[src/rtl/cpp_internal_double_to_bool_convert_mc.sv]
// rtl/cpp_internal_double_to_bool_convert_mc.sv - multi-channel double-to-bool converter with hysteresis and debounce
//
// Purpose: converts NCH IEEE-754 double inputs into logic levels. Each level
//   rises when the input exceeds HI_TH and falls when it is at or below LO_TH.
//   A switch needs DEBOUNCE consecutive qualifying evaluations. Evaluations are
//   requested by toggling update_in and are acknowledged two clocks later on
//   update_out.
// Ports:
//   clk        in   1        rising-edge clock
//   rst_n      in   1        asynchronous active-low reset
//   in         in   64*NCH   channel k double bits at [64*k+63:64*k]
//   update_in  in   1        toggle strobe, each change requests one evaluation
//   out        out  NCH      per-channel logic level
//   update_out out  1        update_in delayed by 2 clk
//   nan_err    out  NCH      sticky NaN flag (only with CPP_D2B_NAN_FLAG_EN)
// Optional feature macro: CPP_D2B_NAN_FLAG_EN

module cpp_internal_double_to_bool_convert_mc #(
  parameter int          NCH      = 1,
  parameter logic [63:0] HI_TH    = 64'h3F847AE147AE147B,
  parameter logic [63:0] LO_TH    = 64'h3F847AE147AE147B,
  parameter int          DEBOUNCE = 1
) (
  input  logic              clk,
  input  logic              rst_n,
  input  logic [64*NCH-1:0] in,
  input  logic              update_in,
  output logic [NCH-1:0]    out,
  output logic              update_out
`ifdef CPP_D2B_NAN_FLAG_EN
  ,
  output logic [NCH-1:0]    nan_err
`endif
);

  // Map a double onto an unsigned key whose order matches numeric order.
  // -0.0 is folded onto +0.0 so both compare as equal.
  function automatic logic [63:0] f_key(input logic [63:0] x);
    logic [63:0] v;
    v = (x == 64'h8000_0000_0000_0000) ? 64'd0 : x;
    return v[63] ? ~v : {1'b1, v[62:0]};
  endfunction

  function automatic logic f_is_nan(input logic [63:0] x);
    return (x[62:52] == 11'h7FF) && (x[51:0] != 52'd0);
  endfunction

  localparam logic [63:0] KEY_HI = f_key(HI_TH);
  localparam logic [63:0] KEY_LO = f_key(LO_TH);
  localparam int          CW     = $clog2(DEBOUNCE + 1);
  localparam logic [CW:0] DB     = (CW + 1)'(DEBOUNCE);

  typedef enum logic {ST_LOW = 1'b0, ST_HIGH = 1'b1} state_t;

  logic           r_upd_q;
  logic           r_upd_q2;
  logic           w_eval;
  logic           r_eval_s1;
  logic [NCH-1:0] r_gt_hi;
  logic [NCH-1:0] r_le_lo;
  logic [NCH-1:0] r_nan;
  state_t         r_state     [NCH];
  state_t         w_state_nxt [NCH];
  logic [CW-1:0]  r_cnt       [NCH];
  logic [CW-1:0]  w_cnt_nxt   [NCH];
  logic [CW:0]    w_inc       [NCH];
  logic [NCH-1:0] w_qual;

  // Any edge of the toggle strobe relative to its registered copy is a request.
  assign w_eval = update_in ^ r_upd_q;

  // Stage 0 (strobe capture) and stage 1 (per-channel compare results).
  always_ff @(posedge clk or negedge rst_n) begin
    if (!rst_n) begin
      r_upd_q   <= 1'b0;
      r_upd_q2  <= 1'b0;
      r_eval_s1 <= 1'b0;
      r_gt_hi   <= '0;
      r_le_lo   <= '0;
      r_nan     <= '0;
    end else begin
      r_upd_q   <= update_in;
      r_upd_q2  <= r_upd_q;
      r_eval_s1 <= w_eval;
      for (int k = 0; k < NCH; k++) begin
        r_gt_hi[k] <= (f_key(in[64*k +: 64]) >  KEY_HI);
        r_le_lo[k] <= (f_key(in[64*k +: 64]) <= KEY_LO);
        r_nan[k]   <= f_is_nan(in[64*k +: 64]);
      end
    end
  end

  // Stage 2: per-channel hysteresis FSM state and debounce counter.
  always_ff @(posedge clk or negedge rst_n) begin
    if (!rst_n) begin
      for (int k = 0; k < NCH; k++) begin
        r_state[k] <= ST_LOW;
        r_cnt[k]   <= '0;
      end
    end else begin
      for (int k = 0; k < NCH; k++) begin
        r_state[k] <= w_state_nxt[k];
        r_cnt[k]   <= w_cnt_nxt[k];
      end
    end
  end

  always_comb begin
    for (int k = 0; k < NCH; k++) begin
      w_state_nxt[k] = r_state[k];
      w_cnt_nxt[k]   = r_cnt[k];
      w_inc[k]       = {1'b0, r_cnt[k]} + {{CW{1'b0}}, 1'b1};
      // The qualifying direction depends on the current level.
      w_qual[k]      = (r_state[k] == ST_LOW) ? r_gt_hi[k] : r_le_lo[k];
      // NaN leaves both level and counter untouched.
      if (r_eval_s1 && !r_nan[k]) begin
        if (!w_qual[k]) begin
          w_cnt_nxt[k] = '0;
        end else if (w_inc[k] == DB) begin
          // Switching clears the counter, so it never passes DEBOUNCE.
          w_state_nxt[k] = (r_state[k] == ST_LOW) ? ST_HIGH : ST_LOW;
          w_cnt_nxt[k]   = '0;
        end else begin
          w_cnt_nxt[k] = w_inc[k][CW-1:0];
        end
      end
    end
  end

  always_comb begin
    out = '0;
    for (int k = 0; k < NCH; k++) begin
      out[k] = (r_state[k] == ST_HIGH);
    end
  end

  assign update_out = r_upd_q2;

`ifdef CPP_D2B_NAN_FLAG_EN
  always_ff @(posedge clk or negedge rst_n) begin
    if (!rst_n) begin
      nan_err <= '0;
    end else if (r_eval_s1) begin
      nan_err <= nan_err | r_nan;
    end
  end
`endif

endmodule
[config.mk]
export PLATFORM = sky130hd
export DESIGN_NAME = cpp_internal_double_to_bool_convert_mc
export DESIGN_NICKNAME = d
export VERILOG_FILES = /design/src/rtl/cpp_internal_double_to_bool_convert_mc.sv
export SDC_FILE = /design/constraint.sdc
export NUM_CORES = 1
export LEC_CHECK = 0
export ABC_AREA = 1
export BUFFER_PORTS_ARGS = -buffer_cell sky130_fd_sc_hd__buf_2
export CORE_ASPECT_RATIO = 0.8
export CORE_MARGIN = 2
export CORE_UTILIZATION = 42
export CTS_CLUSTER_SIZE = 24
export DETAILED_ROUTE_END_ITERATION = 10
export PLACE_DENSITY = 0.81
export SETUP_SLACK_MARGIN = 0.1
export SLEW_MARGIN = 20
export SYNTH_ARGS = -nofsm -noshare
export SYNTH_HDL_FRONTEND = slang
export SYNTH_SLANG_ARGS = --single-unit
export TNS_END_PERCENT = 20
[constraint.sdc]
create_clock -name clk -period 0.8 [get_ports clk]
set_clock_uncertainty 0.05 [all_clocks]
set_input_delay 0.08 -clock clk [delete_from_list [all_inputs] [get_ports clk]]
set_output_delay 0.08 -clock clk [all_outputs]
set_load 0.01 [all_outputs]
* Word-level counts from Yosys, hierarchy flattened
Index checks and enable logic that the tools add are counted.
Widths: inputs -> output; s select.
** Operators by class
- Add/subtract/negate cells :: 1
- Magnitude comparators :: 2
- Equal/unequal tests :: 3
- Multiplexer cells :: 6
- Bitwise operators :: 2
- Reductions and logical operators :: 5
** Operator list (number)
- $mux 64 :: 2
- $eq 64x64->1 const B :: 1
- $gt 64x64->1 const B :: 1
- $le 64x64->1 const B :: 1
- $not 64->64 :: 1
- $reduce_bool 52->1 :: 1
- $eq 11x11->1 const B :: 1
- $mux 1 :: 4
- $reduce_and 3->1 :: 1
- $add 1x1->2 const B :: 1
- $eq 2x1->1 const B :: 1
- $logic_and 1x1->1 :: 2
- $logic_not 1->1 :: 1
- $xor 1x1->1 :: 1
** Word-level totals
- Register bits after elaboration :: 8
- Input port bits :: 67
- Output and inout port bits :: 2
- Logic and storage cells :: 27

* Logic depth before layout (Yosys ltp)
Gate-level depths: netlist of run 1.
- Depth in word-level cells :: 5
- Mapped depth :: 19
- Mapped depth without buffers :: 18

* Worst setup path before layout of run 1
OpenSTA, ideal clock, no wires.
- Kind :: input -> register
- Start point :: input port in[63]
- End point :: register r_le_lo
- Setup time :: 0.121 ns
- Arrival :: 1.329 ns
- Data required time :: 0.629 ns
- Path slack :: -0.700 ns
- Stages on the path :: 12
- Path buffers :: 2
- Cell sequence :: buf_6 > buf_2 > xnor2_1 > nand2_1 > a21oi_1 > nand3_1 > nor3_2 > nand2_1 > nand2_1 > nand2_1 > nand2_1 > o21ai_1
** Between the ends
- Longest elaborated chain between the ends :: 5
** RTL lines
- start, declared :: line 26 : input logic [64*NCH-1:0] in,
- $eq 64x64->1 :: line 40 : v = (x == 64'h8000_0000_0000_0000) ? 64'd0 : x;
- $mux 64 * :: line 40
- $not 64->64 :: line 41 : return v[63] ? ~v : {1'b1, v[62:0]};
- $mux 64 * :: line 41
- $le 64x64->1 * :: line 87 : r_le_lo[k] <= (f_key(in[64*k +: 64]) <= KEY_LO);
- end signal, assigned by index :: line 87
- end, declared :: line 60 : logic [NCH-1:0] r_le_lo;
Mark *: on every way between the ends. The rest lies on a longest branch, timed or not.
A chain may end at the register's enable or synchronous reset.

* Worst setup path after layout of run 1
- Start point :: input port in[7]
- End point :: register r_gt_hi
** Between the ends
- Longest elaborated chain between the ends :: 5
** RTL lines
- $eq 64x64->1 :: line 40
- $mux 64 * :: line 40
- $not 64->64 :: line 41
- $mux 64 * :: line 41
- $gt 64x64->1 * :: line 86 : r_gt_hi[k] <= (f_key(in[64*k +: 64]) > KEY_HI);
- end signal, assigned by index :: line 86
- end, declared :: line 59 : logic [NCH-1:0] r_gt_hi;
Marked as above.

==> results of run 1 <==
==> power groups by stage <==
stage	Sequential [mW]	Combinational, mW	Clock, mW
after floorplan	0.401	0.395	0
after global placement	0.396	0.945	0
after detailed placement	0.398	0.982	0
after CTS	0.393	1.04	0.502
after global routing	0.397	1.30	0.534
final	0.395	1.21	0.500
==> worst max-delay path: stages <==
cell	delay [ns]
buf_2	0.13
nor2_4	0.10
nand2_2	0.09
nor2_2	0.11
nand2_1	0.09
nor2_4	0.17
nand2_4	0.12
nand2_2	0.12
nand2_1	0.10
nand2_1	0.09
o211ai_1	0.09
nor2_1	0.21
nand2_1	0.13
nor2_1	0.14
a21oi_1	0.05
==> sequential cells by signal, indices dropped and copies added, names as in the netlist <==
| register | flops |
|---|---|
| out | 1 |
| r_eval_s1 | 1 |
| r_le_lo | 1 |
| r_gt_hi | 1 |
| update_out | 1 |
| r_nan | 1 |
| r_upd_q | 1 |
==> what timing repair did <==
item | in CTS | in global routing
resized for setup | 30 | 50
buffers inserted | 1 | 2
pin swaps | 13 | 32
hold endpoints to repair | 9 | 1
hold buffers | 1 | 1
setup endpoints to repair | 7 | 7
==> worst paths after layout <==
path	startpoint	to	slack [ns]	cells past startpoint
hold reg to reg	r_upd_q$_DFF_PN0_	update_out$_DFF_PN0_	0.37	0
max in group asynchronous	rst_n	r_eval_s1$_DFF_PN0_	0.37	2
min in group asynchronous	rst_n	r_le_lo$_DFF_PN0_	0.18	2
setup reg to reg	r_gt_hi$_DFF_PN0_	out$_DFFE_PN0P_	-0.09	3
setup / recovery	in[7]	r_gt_hi$_DFF_PN0_	-0.97	15
hold / removal	update_in	r_eval_s1$_DFF_PN0_	0.004	2
==> cell type report <==
type / count / area share (%)
inverters: 21 / 2.99
multi-input cells: 234 / 48.9
clock buffers: 4 / 1.65
well taps: 40 / 1.84
repair buffers: 144 / 38.1
flip-flops and latches: 7 / 6.43
==> routing by layer <==
metal / GRT usage [%] / vias to the layer above
li1: - / 1146
met4: 9.24 / 0
met2: 50.5 / 189
met1: 32.2 / 1057
met5: 0 / -
met3: 4.89 / 59
==> cell usage in the layout (no fill, tap or decap), types with 2 or more instances in the layout <==
cell type / netlist / layout
a21oi_1: 7 / 6
buf_6: 2 / 16
xnor2_1: 6 / 5
or2_2: 3 / 2
nor2_2: 3 / 20
dfrtp_1: 7 / 7
nand3_1: 25 / 25
o21ai_0: 5 / 4
o21ai_1: 2 / 3
nor2_4: 1 / 11
buf_4: 1 / 71
xor2_1: 8 / 7
clkbuf_8: 0 / 3
o211ai_1: 3 / 3
nor3_4: 0 / 2
dlygate4sd3_1: 0 / 2
buf_12: 0 / 2
inv_1: 20 / 19
nand4_1: 8 / 8
nand2_4: 1 / 2
nor3_1: 4 / 4
nor2_1: 63 / 36
buf_2: 3 / 53
nand2_2: 2 / 9
nand2_1: 82 / 74
==> cell families (layout without fill, tap and decap cells) <==
| logic type | count (synthesis) | count (layout) |
|---|---|---|
| xor+xnor | 14 | 14 |
| compound gates | 22 | 22 |
| mux | 1 | 1 |
| flops | 7 | 7 |
| simple gates | 197 | 197 |
| buf+inv | 27 | 169 |
==> per-stage QoR <==
| step | cell area (um^2) | hold WS, ns | setup TNS [ns] | instances | worst slack (ns) |
|---|---|---|---|---|---|
| after floorplan | 1430 | -0.266 | -1.42 | 268 | -0.684 |
| after global placement | 2330 | -0.140 | -2.45 | 441 | -0.960 |
| after detailed placement | 2330 | -0.136 | -2.69 | 441 | -1.08 |
| after CTS | 2490 | -0.0649 | -1.75 | 447 | -0.725 |
| after global routing | 2720 | -0.000918 | -2.48 | 450 | -1.02 |
| final | 2720 | 0.00434 | -2.26 | 450 | -0.973 |
==> run_results.csv, run 1 <==
group,metric,value,unit
status,status,"complete, but fails checks",
status,violations,"setup timing",
drt,firstDrtPassIters,5,
clocking,clock_latency,0.23,ns
drt,dr_wl_met3,622,um
clocking,cts_sinks,7,
global_routing,antenna_found_initial,0,
clocking,cts.reportedPaths.clkPinSlew,0.04,ns
global_routing,grt_pass1_vias,2289,
floorplanning,initial_core_util,45.2,%
yosys,yosys_most_used_dff,"dfrtp_1",
pwr,ir_drop,0.000681,V
final_layout,synthToLayoutAreaGrowth,91.2,%
yosys,synth-edff-count,0,
pwr,switchingPower,756,uW
clocking,clk_path_buf_depth,2,
critical_path,startpoint_type,"input pin",
yosys,yosys.area_share.simple,60.1,%
sta,fin_ws,-0.973,ns
critical_path,path_max_fanout,7,
floorplanning,die_h,56.1,um
place,io_buffers,68,
final_layout,multi_input_area,0.00133,mm^2
pwr,pwr-share-clk,23.8,%
yosys,synthTopCellsByArea,"nand2_1 22%, nor2_1 17%, dfrtp_1 12%, nand3_1 8.8%, inv_1 5.3%",
place,place_congestion,1.03,
final_layout,register_area,175,um^2
sta,slew_headroom,71.4,%
yosys,async_flop_share,100,%
critical_path,worstSetupPathType,"input pin to register",
global_routing,grt_max_degree,12,
clocking,cts-root-buf,"clkbuf_8",
yosys,ys_types,32,
critical_path,endpoint_kind,"register",
yosys,synth.area.mux_share,0.703,%
sta,finalMaxSlewViolations,0,
drt,route.met2.wl,3120,um
floorplanning,die_width,69.1,um
drt,drt.antenna.violating_nets,0,
sta,period_share,222,%
pwr,combPwrFrac,57.4,%
final_layout,final_util,86.3,%
pwr,p_total,2.10,mW
yosys,yosys.cell_count.top_type,"nand2_1",
final_layout,antennaDiodeCount,0,
drt,routed_wirelength,6500,um
drt,routedWlPerCell,14.4,um
global_routing,grt-ovfl-total,0,
final_layout,drive_gt1_share,49.0,%
yosys,synth_common_cells,"82 x nand2_1, 63 x nor2_1, 25 x nand3_1, 20 x inv_1",
yosys,seq_area_frac_synth,12.3,%
drt,vias,2451,
yosys,synthCells,268,
yosys,synth-compound-area-share,9.40,%
drt,drc_errors,0,
drt,vias_per_cell,5.45,
pwr,pwr_density_cell,772,mW/mm^2
critical_path,arrival,1.83,ns
critical_path,cp.required,0.86,ns
yosys,synthXorXnorAreaFrac,8.61,%
pwr,leakagePower,1.35,nW
drt,dr.max_layer_used,"met4",
pwr,power_frac_seq,18.8,%
final_layout,fin_nets,478,
sta,hold_viol,0,
global_routing,grt_pass1_wl,9070,um
yosys,synth_top_area_share,21.6,%
floorplanning,rows,18,
drt,m1WireLength,2370,um
yosys,synth_top_family_by_area,"simple AND/OR/NAND/NOR gates",
final_layout,fillCellCount,169,
yosys,synth_fp_nets,335,
yosys,ys_warn_count,0,
pwr,internal_power,1.35,mW
place,dp_hpwl,4210,um
clocking,ctsHtreeMaxLevel,1,
sta,setup-violations-final,6,
yosys,avgSynthCellArea,5.31,um^2
drt,dr.first_iter.drc_count,219,
clocking,cts_made_buffers,3,
sta,tightestPinTransition,0.425,ns
sta,clock.fmax,564,MHz
yosys,ys_seq_elements,7,
floorplanning,dieArea,0.00387,mm^2
global_routing,track_usage,27.5,%
min_path,hold_path_class,"input pin to register",
floorplanning,io_pins,69,
yosys,netlist_area,0.00142,mm^2
yosys,yosysTopAreaCell,"nand2_1",
yosys,yosys.area_share.adder,0,%
flow_run,maxCapViolations,0,
pwr,switching_share,36.0,%
sta,period_minus_slack,1.77,ns
clocking,cts_tree,"done",
floorplanning,core,0.00315,mm^2
sta,grt_setup_unrepaired,"yes",
(Power assumes the default switching activity.)
==> run 2: changes to the inputs <==
--- a/config.mk
+++ b/config.mk
@@ -14,7 +14,6 @@
 export DETAILED_ROUTE_END_ITERATION = 10
 export PLACE_DENSITY = 0.81
 export SETUP_SLACK_MARGIN = 0.1
-export SLEW_MARGIN = 20
 export SYNTH_ARGS = -nofsm -noshare
 export SYNTH_HDL_FRONTEND = slang
 export SYNTH_SLANG_ARGS = --single-unit
==> constraint.sdc (replaced) <==
create_clock -name clk -period 1.44 [get_ports clk]
set_clock_uncertainty 0.05 [all_clocks]
set_input_delay 0.144 -clock clk [delete_from_list [all_inputs] [get_ports clk]]
set_output_delay 0.144 -clock clk [all_outputs]
set_load 0.01 [all_outputs]
==> run_results.csv, run 2 (same netlist as run 1, synthesis figures left out) <==
group,metric,value,unit
status,status,"complete, but fails checks",
status,violations,"setup timing",
clocking,clk_path_buf_depth,2,
drt,routedWlPerCell,11.9,um
final_layout,fin_cells,437,
clocking,cts.reportedPaths.clkPinSlew,0.04,ns
sta,slew_headroom,70.5,%
final_layout,fin_nets,465,
final_layout,register_area,175,um^2
clocking,cts_sinks,7,
place,place_congestion,1.05,
global_routing,grt_pass1_wl,8320,um
drt,dr.first_iter.drc_count,188,
sta,fin_ws,-0.246,ns
final_layout,fillCellCount,244,
clocking,cts_made_buffers,3,
min_path,hold_path_class,"input pin to register",
pwr,leakagePower,1.28,nW
pwr,internal_power,695,uW
final_layout,drive_gt1_share,42.1,%
place,dp_hpwl,4090,um
clocking,ctsHtreeMaxLevel,1,
critical_path,endpoint_kind,"register",
final_layout,synthToLayoutAreaGrowth,71.2,%
final_layout,multi_input_area,0.00124,mm^2
global_routing,track_usage,25.4,%
sta,grt_setup_unrepaired,"yes",
clocking,post_cts_buffers,0,
floorplanning,dieArea,0.00387,mm^2
pwr,combPwrFrac,54.3,%
global_routing,grt_max_degree,12,
pwr,switching_share,34.6,%
final_layout,fin_area,0.00244,mm^2
critical_path,startpoint_type,"input pin",
place,placed_area,0.00226,mm^2
drt,vias_per_cell,5.07,
floorplanning,initial_core_util,45.2,%
sta,hold_viol,0,
sta,finalMaxSlewViolations,0,
drt,vias,2215,
clocking,clock_latency,0.22,ns
sta,tightestPinTransition,0.442,ns
flow_run,maxCapViolations,0,
critical_path,worstSetupPathType,"input pin to register",
final_layout,layout_common_cells,"77 x nand2_1, 67 x buf_2, 61 x buf_4, 54 x nor2_1, 23 x nand3_1",
drt,routed_wirelength,5200,um
drt,drc_errors,0,
floorplanning,core,0.00315,mm^2
sta,period_share,117,%
critical_path,arrival,1.74,ns
drt,drt.antenna.violating_nets,0,
floorplanning,io_pins,69,
critical_path,path_max_fanout,8,
drt,firstDrtPassIters,6,
floorplanning,die_width,69.1,um
critical_path,cp.required,1.49,ns
pwr,ir_drop,0.000398,V
pwr,power_frac_seq,20.5,%
pwr,pwr_density_cell,436,mW/mm^2
floorplanning,die_h,56.1,um
place,dp.cells,432,
clocking,cts-root-buf,"clkbuf_8",
sta,clock.fmax,593,MHz
clocking,cts_tree,"done",
floorplanning,rows,18,
final_layout,antennaDiodeCount,0,
global_routing,antenna_found_initial,0,
final_layout,final_common_cell,"nand2_1",
place,io_buffers,68,
pwr,pwr-share-clk,25.2,%
sta,setup-violations-final,2,
pwr,switchingPower,369,uW
global_routing,grt_pass1_vias,2091,
global_routing,grt-ovfl-total,0,
sta,period_minus_slack,1.69,ns
==> run 2: worst paths after layout <==
check                                  start                    to  slack (ns)  cells after the start
min reg2reg                r_upd_q$_DFF_PN0_  update_out$_DFF_PN0_        0.35                      0
max in group asynchronous              rst_n     r_gt_hi$_DFF_PN0_        0.95                      2
max                                   in[48]     r_le_lo$_DFF_PN0_       -0.25                     16
min in group asynchronous              rst_n  update_out$_DFF_PN0_        0.24                      2
max reg2reg                  r_nan$_DFF_PN0_       out$_DFFE_PN0P_        0.53                      3
min                                update_in     r_upd_q$_DFF_PN0_        0.01                      1
==> run 2: per-layer routing <==
metal / global-route usage (%) / part of all wire [%] / wire length, um / vias to the layer above
met5: 0 / 0 / 0 / -
met4: 4.48 / 2.6 / 133 / 0
met3: 5.62 / 10 / 527 / 15
met2: 46.0 / 48 / 2500 / 136
met1: 31.1 / 39 / 2030 / 943
li1: - / - / - / 1121
==> run 2: timing repair <==
item                                    CTS  global route
gates cloned                              0             0
hold buffers                              1             0
hold endpoints to repair                  7             0
resized for setup                        13            21
pin swaps                                 2             4
endpoints found under the setup margin    2             3
==> run 2: metrics by stage <==
stage / util, % / hold slack (ns) / power (mW) / setup TNS, ns / setup WS (ns)
floorplan: - / -0.202 / 0.442 / -0.211 / -0.108
global placement: 71.7 / -0.0752 / 0.732 / -0.794 / -0.398
detailed placement: 71.7 / -0.0726 / 0.750 / -0.958 / -0.485
CTS: 75.0 / 0.00783 / 1.04 / -0.296 / -0.149
global route: 77.3 / 0.00213 / 1.15 / -0.630 / -0.323
finish: 77.3 / 0.0107 / 1.06 / -0.458 / -0.246
==> run 2: final cells by class <==
type	instances	area share, %
well taps	40	2.05
multi-input cells	234	51.0
clock buffers	4	1.85
inverters	21	3.34
flip-flops and latches	7	7.19
repair buffers	131	34.6
==> run 2: critical path: stages <==
cell,delay (ns)
buf_2,0.11
nor2_2,0.11
nand2_1,0.09
nor2_1,0.15
nand2_2,0.09
nor2_4,0.13
nand2_4,0.10
buf_12,0.15
nand2_1,0.09
nand3_1,0.08
nor2_1,0.16
nand2_1,0.08
nand2_1,0.07
nor2_1,0.06
nand2_1,0.07
o21ai_1,0.06
==> run 2: power by group through the flow <==
| stage | Combinational (mW) | Sequential [mW] | Clock [mW] |
|---|---|---|---|
| after floorplan | 0.220 | 0.223 | 0 |
| after global placement | 0.513 | 0.220 | 0 |
| after detailed placement | 0.530 | 0.221 | 0 |
| after CTS | 0.544 | 0.218 | 0.276 |
| after global routing | 0.634 | 0.220 | 0.292 |
| final | 0.578 | 0.218 | 0.268 |
